[config.mk]
export PLATFORM = sky130hd
export DESIGN_NAME = multi_bus_arbiter
export DESIGN_NICKNAME = d
export VERILOG_FILES = /design/src/rtl/multi_bus_arbiter.sv
export SDC_FILE = /design/constraint.sdc
export NUM_CORES = 1
export LEC_CHECK = 0
export CAP_MARGIN = 20
export CORE_MARGIN = 2
export CORE_UTILIZATION = 47
export CTS_BUF_LIST = sky130_fd_sc_hd__clkbuf_4
export DETAILED_ROUTE_END_ITERATION = 16
export PLACE_DENSITY_LB_ADDON = 0.3
export SETUP_SLACK_MARGIN = 0.1
export SLEW_MARGIN = 20
export SYNTH_ARGS = -nofsm -noshare
export SYNTH_HDL_FRONTEND = slang
export SYNTH_SLANG_ARGS = --single-unit
[constraint.sdc]
create_clock -name clk -period 5.3 [get_ports clk]
set_input_delay 1.06 -clock clk [delete_from_list [all_inputs] [get_ports clk]]
set_output_delay 1.06 -clock clk [all_outputs]
set_load 0.01 [all_outputs]
[src/rtl/multi_bus_arbiter.sv]
// multi_bus_arbiter: N-way arbiter serialising a latched {data,addr} frame onto a beat bus
module multi_bus_arbiter #(
  parameter int NREQ  = 4,
  parameter int ADDRW = 24,
  parameter int BEATW = 8
) (
  input  logic                        clk,
  input  logic                        rst,
  input  logic                        prio_mode,
  input  logic [NREQ-1:0]             req,
  input  logic [NREQ*(ADDRW+8)-1:0]   req_data,
  input  logic                        bus_ready,
  output logic [BEATW-1:0]            data_out,
  output logic                        valid_out,
  output logic [NREQ-1:0]             grant,
  output logic [NREQ-1:0]             done
);
  localparam int FRAMEW = ADDRW + 8;
  localparam int NBEATS = FRAMEW / BEATW;
  localparam int PW     = NREQ > 1 ? $clog2(NREQ) : 1;
  localparam int CW     = NBEATS > 1 ? $clog2(NBEATS) : 1;

  typedef enum logic {IDLE, SEND} state_t;

  state_t              r_state, w_state_nxt;
  logic [NREQ-1:0]     r_grant;
  logic [FRAMEW-1:0]   r_shift;
  logic [CW-1:0]       r_cnt;
  logic [PW-1:0]       r_ptr;

  logic                w_xfer, w_last, w_arb, w_take, w_found;
  logic [NREQ-1:0]     w_cand, w_win_oh;
  logic [PW-1:0]       w_idx, w_ptr_nxt;
  logic [FRAMEW-1:0]   w_frame;

  assign w_xfer    = (r_state == SEND) && bus_ready;
  assign w_last    = w_xfer && (r_cnt == CW'(NBEATS - 1));
  assign w_cand    = (r_state == IDLE) ? req : (req & ~r_grant);
  assign w_arb     = (r_state == IDLE) || w_last;
  assign w_take    = w_arb && w_found;
  assign w_win_oh  = NREQ'(1) << w_idx;
  assign w_ptr_nxt = (w_idx == PW'(NREQ - 1)) ? '0 : w_idx + 1'b1;

  assign valid_out = (r_state == SEND);
  assign data_out  = valid_out ? r_shift[BEATW-1:0] : '0;
  assign grant     = r_grant;
  assign done      = w_last ? r_grant : '0;

  // Winner search: from index 0 in fixed mode, from the RR pointer (wrapping) otherwise
  always_comb begin
    w_found = 1'b0;
    w_idx   = '0;
    for (int k = NREQ - 1; k >= 0; k--) begin
      automatic int j;
      j = (prio_mode ? 0 : int'(r_ptr)) + k;
      if (j >= NREQ) j = j - NREQ;
      if (w_cand[PW'(j)]) begin
        w_found = 1'b1;
        w_idx   = PW'(j);
      end
    end
  end

  // Frame mux for the selected winner
  always_comb begin
    w_frame = '0;
    for (int i = 0; i < NREQ; i++)
      if (w_idx == PW'(i)) w_frame = req_data[i*FRAMEW +: FRAMEW];
  end

  // Next state: arbitration points decide between SEND and IDLE
  always_comb begin
    w_state_nxt = w_arb ? (w_found ? SEND : IDLE) : r_state;
  end

  // State register
  always_ff @(posedge clk or posedge rst) begin
    if (rst) r_state <= IDLE;
    else     r_state <= w_state_nxt;
  end

  // Grant, frame shift register, beat counter and RR pointer
  always_ff @(posedge clk or posedge rst) begin
    if (rst) begin
      r_grant <= '0;
      r_shift <= '0;
      r_cnt   <= '0;
      r_ptr   <= '0;
    end else if (w_take) begin
      r_grant <= w_win_oh;
      r_shift <= w_frame;
      r_cnt   <= '0;
      r_ptr   <= w_ptr_nxt;
    end else if (w_last) begin
      r_grant <= '0;
      r_cnt   <= '0;
    end else if (w_xfer) begin
      r_cnt   <= r_cnt + 1'b1;
      r_shift <= r_shift >> BEATW;
    end
  end
endmodule

==> impl_metrics.env, run 1 <==
export IMPL_initial_utilization=0.478
export IMPL_first_pass_iters=4
export IMPL_outcome="finished, final reports clean"
export IMPL_ys_flop_type="dfrtp_1"
export IMPL_ys_ff_latch=41
export IMPL_h_tree_depth=2
export IMPL_ant_nets=0
export IMPL_finalCritPeriodShare=0.736
export IMPL_num_rows=31
export IMPL_postCtsSetupRepairBufs=0
export IMPL_cp_max_fo=50
export IMPL_die_y_um=89.5
export IMPL_hold_viol=0
export IMPL_p_per_area_nw_per_um2=447
export IMPL_drive_gt1_frac=0.0554
export IMPL_p_comb_frac=0.665
export IMPL_max_freq_ghz=0.256
export IMPL_yosys_warnings=0
export IMPL_nNetsFinal=737
export IMPL_place_gp_congestion=0.840
export IMPL_yosysSeqAreaShare=0.299
export IMPL_skew_ns=0.0124
export IMPL_cts_num_sinks=41
export IMPL_intPower_mw=1.19
export IMPL_final_core_utilization=0.692
export IMPL_final_setup_viol_count=0
export IMPL_cts_tree="done"
export IMPL_grt_max_degree=51
export IMPL_vias=3824
export IMPL_antenna_cells=0
export IMPL_via_per_inst=5.50
export IMPL_syn2layout_area_growth_pct=44.7
export IMPL_seqPwrFrac=0.244
export IMPL_crit_chain="clkdlybuf4s50_1 > a21boi_0 > and2b_1 > a211oi_2 > o311ai_4 > ha_2 > buf_4 > nand3b_1 > a21oi_1 > a21oi_1 > o21ai_0 > o21a_1"
export IMPL_routedWlPerCell_um=15.7
export IMPL_core_area_um2=7180
export IMPL_slew_viol_final=0
export IMPL_grt_pass1_wl_um=16600
export IMPL_cts_buffer_depth=2
export IMPL_cts_resized=0
export IMPL_synth_edf_count=0
export IMPL_wl_um=10900
export IMPL_cp_end_kind="register"
export IMPL_p_leak_nw=2.04
export IMPL_dp_cells=688
export IMPL_syn_instance_count=469
export IMPL_final_cell_mix="clkdlybuf4s50_1 (152), nand2_1 (127), a21oi_1 (60), dfrtp_1 (41)"
export IMPL_drc=0
export IMPL_io_buffers=152
export IMPL_mostFrequentLayoutCell="clkdlybuf4s50_1"
export IMPL_holdBufCountCts=0
export IMPL_critPathLaunchType="input port"
export IMPL_synth_nets=610
export IMPL_grt_overflow=0
export IMPL_tns_ns=0
export IMPL_crit_arrival_ns=4.17
export IMPL_synthDistinctLibCells=47
export IMPL_fin_cells=695
export IMPL_maxSlewHeadroom=0.328
export IMPL_io_pins=153
export IMPL_cp_slowest_cell="clkdlybuf4s50_1"
export IMPL_clk_latency_ns=0.36
export IMPL_syn_area_um2=3430
export IMPL_syn_area_per_cell_um2=7.32
export IMPL_ir_worst_vdd_uv=307
export IMPL_grt_pass1_vias=3445
export IMPL_root_buffer="clkbuf_4"
export IMPL_grt_antenna_before_repair=0
export IMPL_synthArstFlopShare=1.00
export IMPL_tightestPinTransition_ns=1.00
export IMPL_cts_buffers=5
export IMPL_timing_critical_path_buf_inv=2
export IMPL_critPathRequiredTime_ns=5.57
export IMPL_die_w_um=89.5
export IMPL_crit_type="in2reg"
export IMPL_grt_setup_unrepaired="false"
export IMPL_clock_power_share=0.090
export IMPL_path_common_cell="a21oi_1"
export IMPL_max_stage_delay_ns=0.49
export IMPL_path_clk_slew_ns=0.13
export IMPL_p_switching_mw=1.03
export IMPL_track_usage=0.269
export IMPL_worstHoldPathType="reg2reg"
export IMPL_drv_cap=0
export IMPL_critPathTopFamily="compound AO/OA/AOI/OAI gates"
export IMPL_dp_hpwl_um=8530
export IMPL_min_period_ns=3.90
export IMPL_die_area_um2=8000
export IMPL_netSwitchingFraction=0.463
export IMPL_drt_iter0_markers=246
## cell type report
| cell class | count | area [um2] |
|---|---|---|
| Fill cell | 574 | 2210 |
| Multi-Input combinational cell | 381 | 2140 |
| Timing Repair Buffer | 160 | 1580 |
| Sequential cell | 41 | 1030 |
| Tap cell | 99 | 124 |
| Clock buffer | 5 | 37.5 |
| Clock inverter | 2 | 35.0 |
| Inverter | 7 | 26.3 |
## routing by layer
layer  routed length, um  global-route usage  up-vias
li1                    -                   -     1878
met2                5010               0.401      164
met3                 900              0.0600       21
met5                   0                   0        -
met1                4770               0.390     1761
met4                 242              0.0814        0
## worst paths after layout
kind                             start     endpoint  slack [ns]  depth (start not counted)
setup / recovery                req[1]  r_shift[14]        1.40                         12
hold / removal             r_shift[30]  r_shift[30]        0.53                          2
setup reg to reg             valid_out  r_shift[23]        1.77                         11
hold reg to reg            r_shift[30]  r_shift[30]        0.53                          2
max in group asynchronous          rst     grant[0]        3.81                          3
min in group asynchronous          rst  r_shift[14]        1.12                          3
## stage by stage
step	setup slack, ns	hold slack, ns	area (um2)	total power, mW
4_1_cts	1.42	0.531	4970	2.21
5_1_grt	1.11	0.568	4970	2.41
3_5_place_dp	1.02	0.503	4890	2.00
6_report	1.40	0.531	4970	2.22
2_1_floorplan	2.18	0.468	3430	1.59
3_3_place_gp	1.12	0.486	4890	1.97
## worst min-delay path, cell delays in order (launching register included)
cell and delay [ns]:
dfrtp_1 0.37, nand3_1 0.06, o21ai_0 0.07
## kinds of logic after synthesis
group	synth area share
and+or+nand+nor	0.301
AOI/OAI and AO/OA	0.303
buffers and inverters	0.0791
adders and majority gates	0.0182
DFF	0.299
## power groups by stage
| stage | registers, mW | clock network, mW | logic, mW |
|---|---|---|---|
| final | 0.541 | 0.201 | 1.48 |
| after global routing | 0.559 | 0.217 | 1.63 |
| after CTS | 0.538 | 0.203 | 1.47 |
| after detailed placement | 0.545 | 0 | 1.46 |
| after global placement | 0.541 | 0 | 1.43 |
| after floorplan | 0.504 | 0 | 1.09 |
## synthesized netlist by cell type (3+ instances only)
cell type  number  area, um2
o211a_1         8       80.1
dfrtp_1        41       1030
ha_1            5       62.6
o211ai_1        9       67.6
buf_6           8       90.1
nand3b_1       23        173
a21oi_1        60        300
clkbuf_1       17       63.8
o21ai_0        37        185
o21a_1         23        173
and2_1         12       75.1
nand2_1       127        477
buf_1           3       11.3
inv_1           5       18.8
nand3_1        37        185
buf_2           9       45.0
nor2_1          9       33.8
## flip-flops by register name, indices dropped and copies added, names as in the netlist
register   flops
r_shift       32
valid_out      1
r_cnt          2
r_ptr          2
grant          4
No activity file was read; power rests on OpenSTA's default activity.
==> run 2, diff against run 1 <==
Settings changed: CORE_UTILIZATION 47 to 40.
Clock period 5.3 ns to 3.2 ns, I/O delays scaled along.
==> run 2 against run 1 <==
  * Final cell count increased by 5.9%
  * Die area increased by 17%
  * Worst setup slack got worse by 1.2 ns
  * Sequential share of layout area decreased by 1.5 points
  * Global-route usage decreased by 3.6 points
  * Clock skew increased by 0.0030 ns
  * Combinational power increased by 99%
  * Worst hold slack improved by 0.0012 ns
  * Sequential power increased by 65%
  * Largest power group unchanged
==> impl_metrics.env, run 2 (synthesis results as in run 1) <==
export IMPL_grt_pass1_vias=3762
export IMPL_cts_buffer_depth=2
export IMPL_skew_ns=0.0154
export IMPL_top_register="r_shift"
export IMPL_p_per_area_nw_per_um2=767
export IMPL_worstHoldPathType="reg2reg"
export IMPL_cp_end_kind="register"
export IMPL_track_usage=0.233
export IMPL_die_area_um2=9340
export IMPL_critPathRequiredTime_ns=3.51
export IMPL_cts_buffers=5
export IMPL_grt_overflow=0
export IMPL_place_area_um2=5190
export IMPL_grt_setup_unrepaired="true"
export IMPL_hold_viol=0
export IMPL_nNetsFinal=771
export IMPL_cts_tree="done"
export IMPL_place_gp_congestion=0.885
export IMPL_mostFrequentLayoutCell="clkdlybuf4s50_1"
export IMPL_worstHoldStart="r_shift[25]"
export IMPL_worstReg2RegEnd="r_shift[17]"
export IMPL_p_switching_mw=1.86
export IMPL_fin_cells=736
export IMPL_die_y_um=96.6
export IMPL_drv_cap=0
export IMPL_holdBufCountCts=0
export IMPL_dp_cells=725
export IMPL_final_setup_viol_count=0
export IMPL_max_freq_ghz=0.332
export IMPL_grt_max_degree=73
export IMPL_antenna_cells=0
export IMPL_max_stage_delay_ns=0.53
export IMPL_cts_num_sinks=41
export IMPL_core_area_um2=8260
export IMPL_crit_arrival_ns=3.32
export IMPL_min_period_ns=3.01
export IMPL_grt_antenna_before_repair=0
export IMPL_critPathTopFamily="compound AO/OA/AOI/OAI gates"
export IMPL_grt_pass1_wl_um=17900
export IMPL_h_tree_depth=2
export IMPL_place_ws_ns=-0.222
export IMPL_maxSlewHeadroom=0.608
export IMPL_crit_type="in2reg"
export IMPL_final_cell_mix="clkdlybuf4s50_1 (152), nand2_1 (127), a21oi_1 (58), dfrtp_1 (41), nand3_1 (37)"
export IMPL_critPathLaunchType="input port"
export IMPL_hold_end="r_shift[25]"
export IMPL_initial_utilization=0.416
export IMPL_seqPwrFrac=0.217
export IMPL_drive_gt1_frac=0.119
export IMPL_io_buffers=152
export IMPL_intPower_mw=2.25
export IMPL_finalCritPeriodShare=0.941
export IMPL_fin_ws_ns=0.188
export IMPL_syn2layout_area_growth_pct=56.3
export IMPL_clk_latency_ns=0.36
export IMPL_vias=3934
export IMPL_tightestPinTransition_ns=0.588
export IMPL_hold_depth=2
export IMPL_num_rows=33
export IMPL_first_pass_iters=4
export IMPL_crit_chain="clkdlybuf4s50_1 > a21boi_2 > nor2_1 > o311ai_4 > o311ai_4 > inv_2 > ha_2 > buf_12 > nand3b_1 > a21oi_1 > a21oi_1 > o21ai_0 > o21a_1"
export IMPL_routedWlPerCell_um=15.7
export IMPL_cp_max_fo=21
export IMPL_clock_power_share=0.068
export IMPL_p_leak_nw=2.23
export IMPL_slew_viol_final=0
export IMPL_p_comb_frac=0.716
export IMPL_worstReg2RegStart="valid_out"
export IMPL_root_buffer="clkbuf_4"
export IMPL_die_w_um=96.6
export IMPL_path_clk_slew_ns=0.13
export IMPL_timing_critical_path_buf_inv=3
export IMPL_wl_um=11500
export IMPL_drc=0
export IMPL_io_pins=153
export IMPL_via_per_inst=5.35
export IMPL_ir_worst_vdd_uv=392
export IMPL_largest_register_ff_count=32
export IMPL_netSwitchingFraction=0.452
export IMPL_r2r_cells=13
export IMPL_outcome="finished, final reports clean"
export IMPL_dp_hpwl_um=9010
export IMPL_cp_slowest_cell="clkdlybuf4s50_1"
export IMPL_rrSetupSlack_ns=0.41
export IMPL_drt_iter0_markers=252
export IMPL_final_area_um2=5360
export IMPL_ant_nets=0
run 2: through the flow:
stage                     hold WS [ns]  power (mW)   util  setup TNS (ns)
after detailed placement         0.495        3.64  0.628           -3.34
after floorplan                  0.468        2.63      -               0
final                            0.532        4.11  0.649               0
after global placement           0.489        3.58  0.628           -1.28
after global routing             0.568        4.44  0.649               0
after CTS                        0.525        3.93  0.635               0
run 2: worst max-delay path by stage:
stage,startpoint,to,depth (start not counted)
global route,req[1],r_shift[7],15
CTS,req[2],r_shift[23],13
detailed placement,req[2],r_shift[23],13
floorplan,req[1],r_shift[30],12
finish,req[0],r_shift[17],13
global placement,req[0],r_shift[23],13
run 2: worst register-to-register path: cells and delay by family (launching register included):
kind | cells | cell delay [ns]
compound gates | 7 | 1.18
flops | 1 | 0.60
buf+inv | 3 | 0.45
simple gates | 2 | 0.27
fa+ha+maj | 1 | 0.23
run 2: area by class of cell:
cell class,count,area (um2)
repair buffers,194,1930
inverters,7,26.3
flip-flops and latches,41,1030
fillers,697,2900
clock buffers,6,45.0
well taps,105,131
clock inverters,2,15.0
multi-input cells,381,2190
run 2: what timing repair did:
action	4_1_cts	5_1_grt
endpoints found under the setup margin	0	18
setup buffers	0	0
hold endpoints to repair	0	0
resized for setup	0	14
run 2: power by group through the flow:
stage	combinational, mW	sequential, mW	clock (mW)
after CTS	2.76	0.884	0.282
after detailed placement	2.74	0.896	0
final	2.94	0.891	0.278
after floorplan	1.80	0.834	0
after global placement	2.69	0.885	0
after global routing	3.22	0.920	0.303
run 2: per-layer routing:
layer / global-route usage / wire, um
met3: 0.0434 / 776
met4: 0.0585 / 179
met2: 0.382 / 5500
met1: 0.317 / 5080
met5: 0 / 0
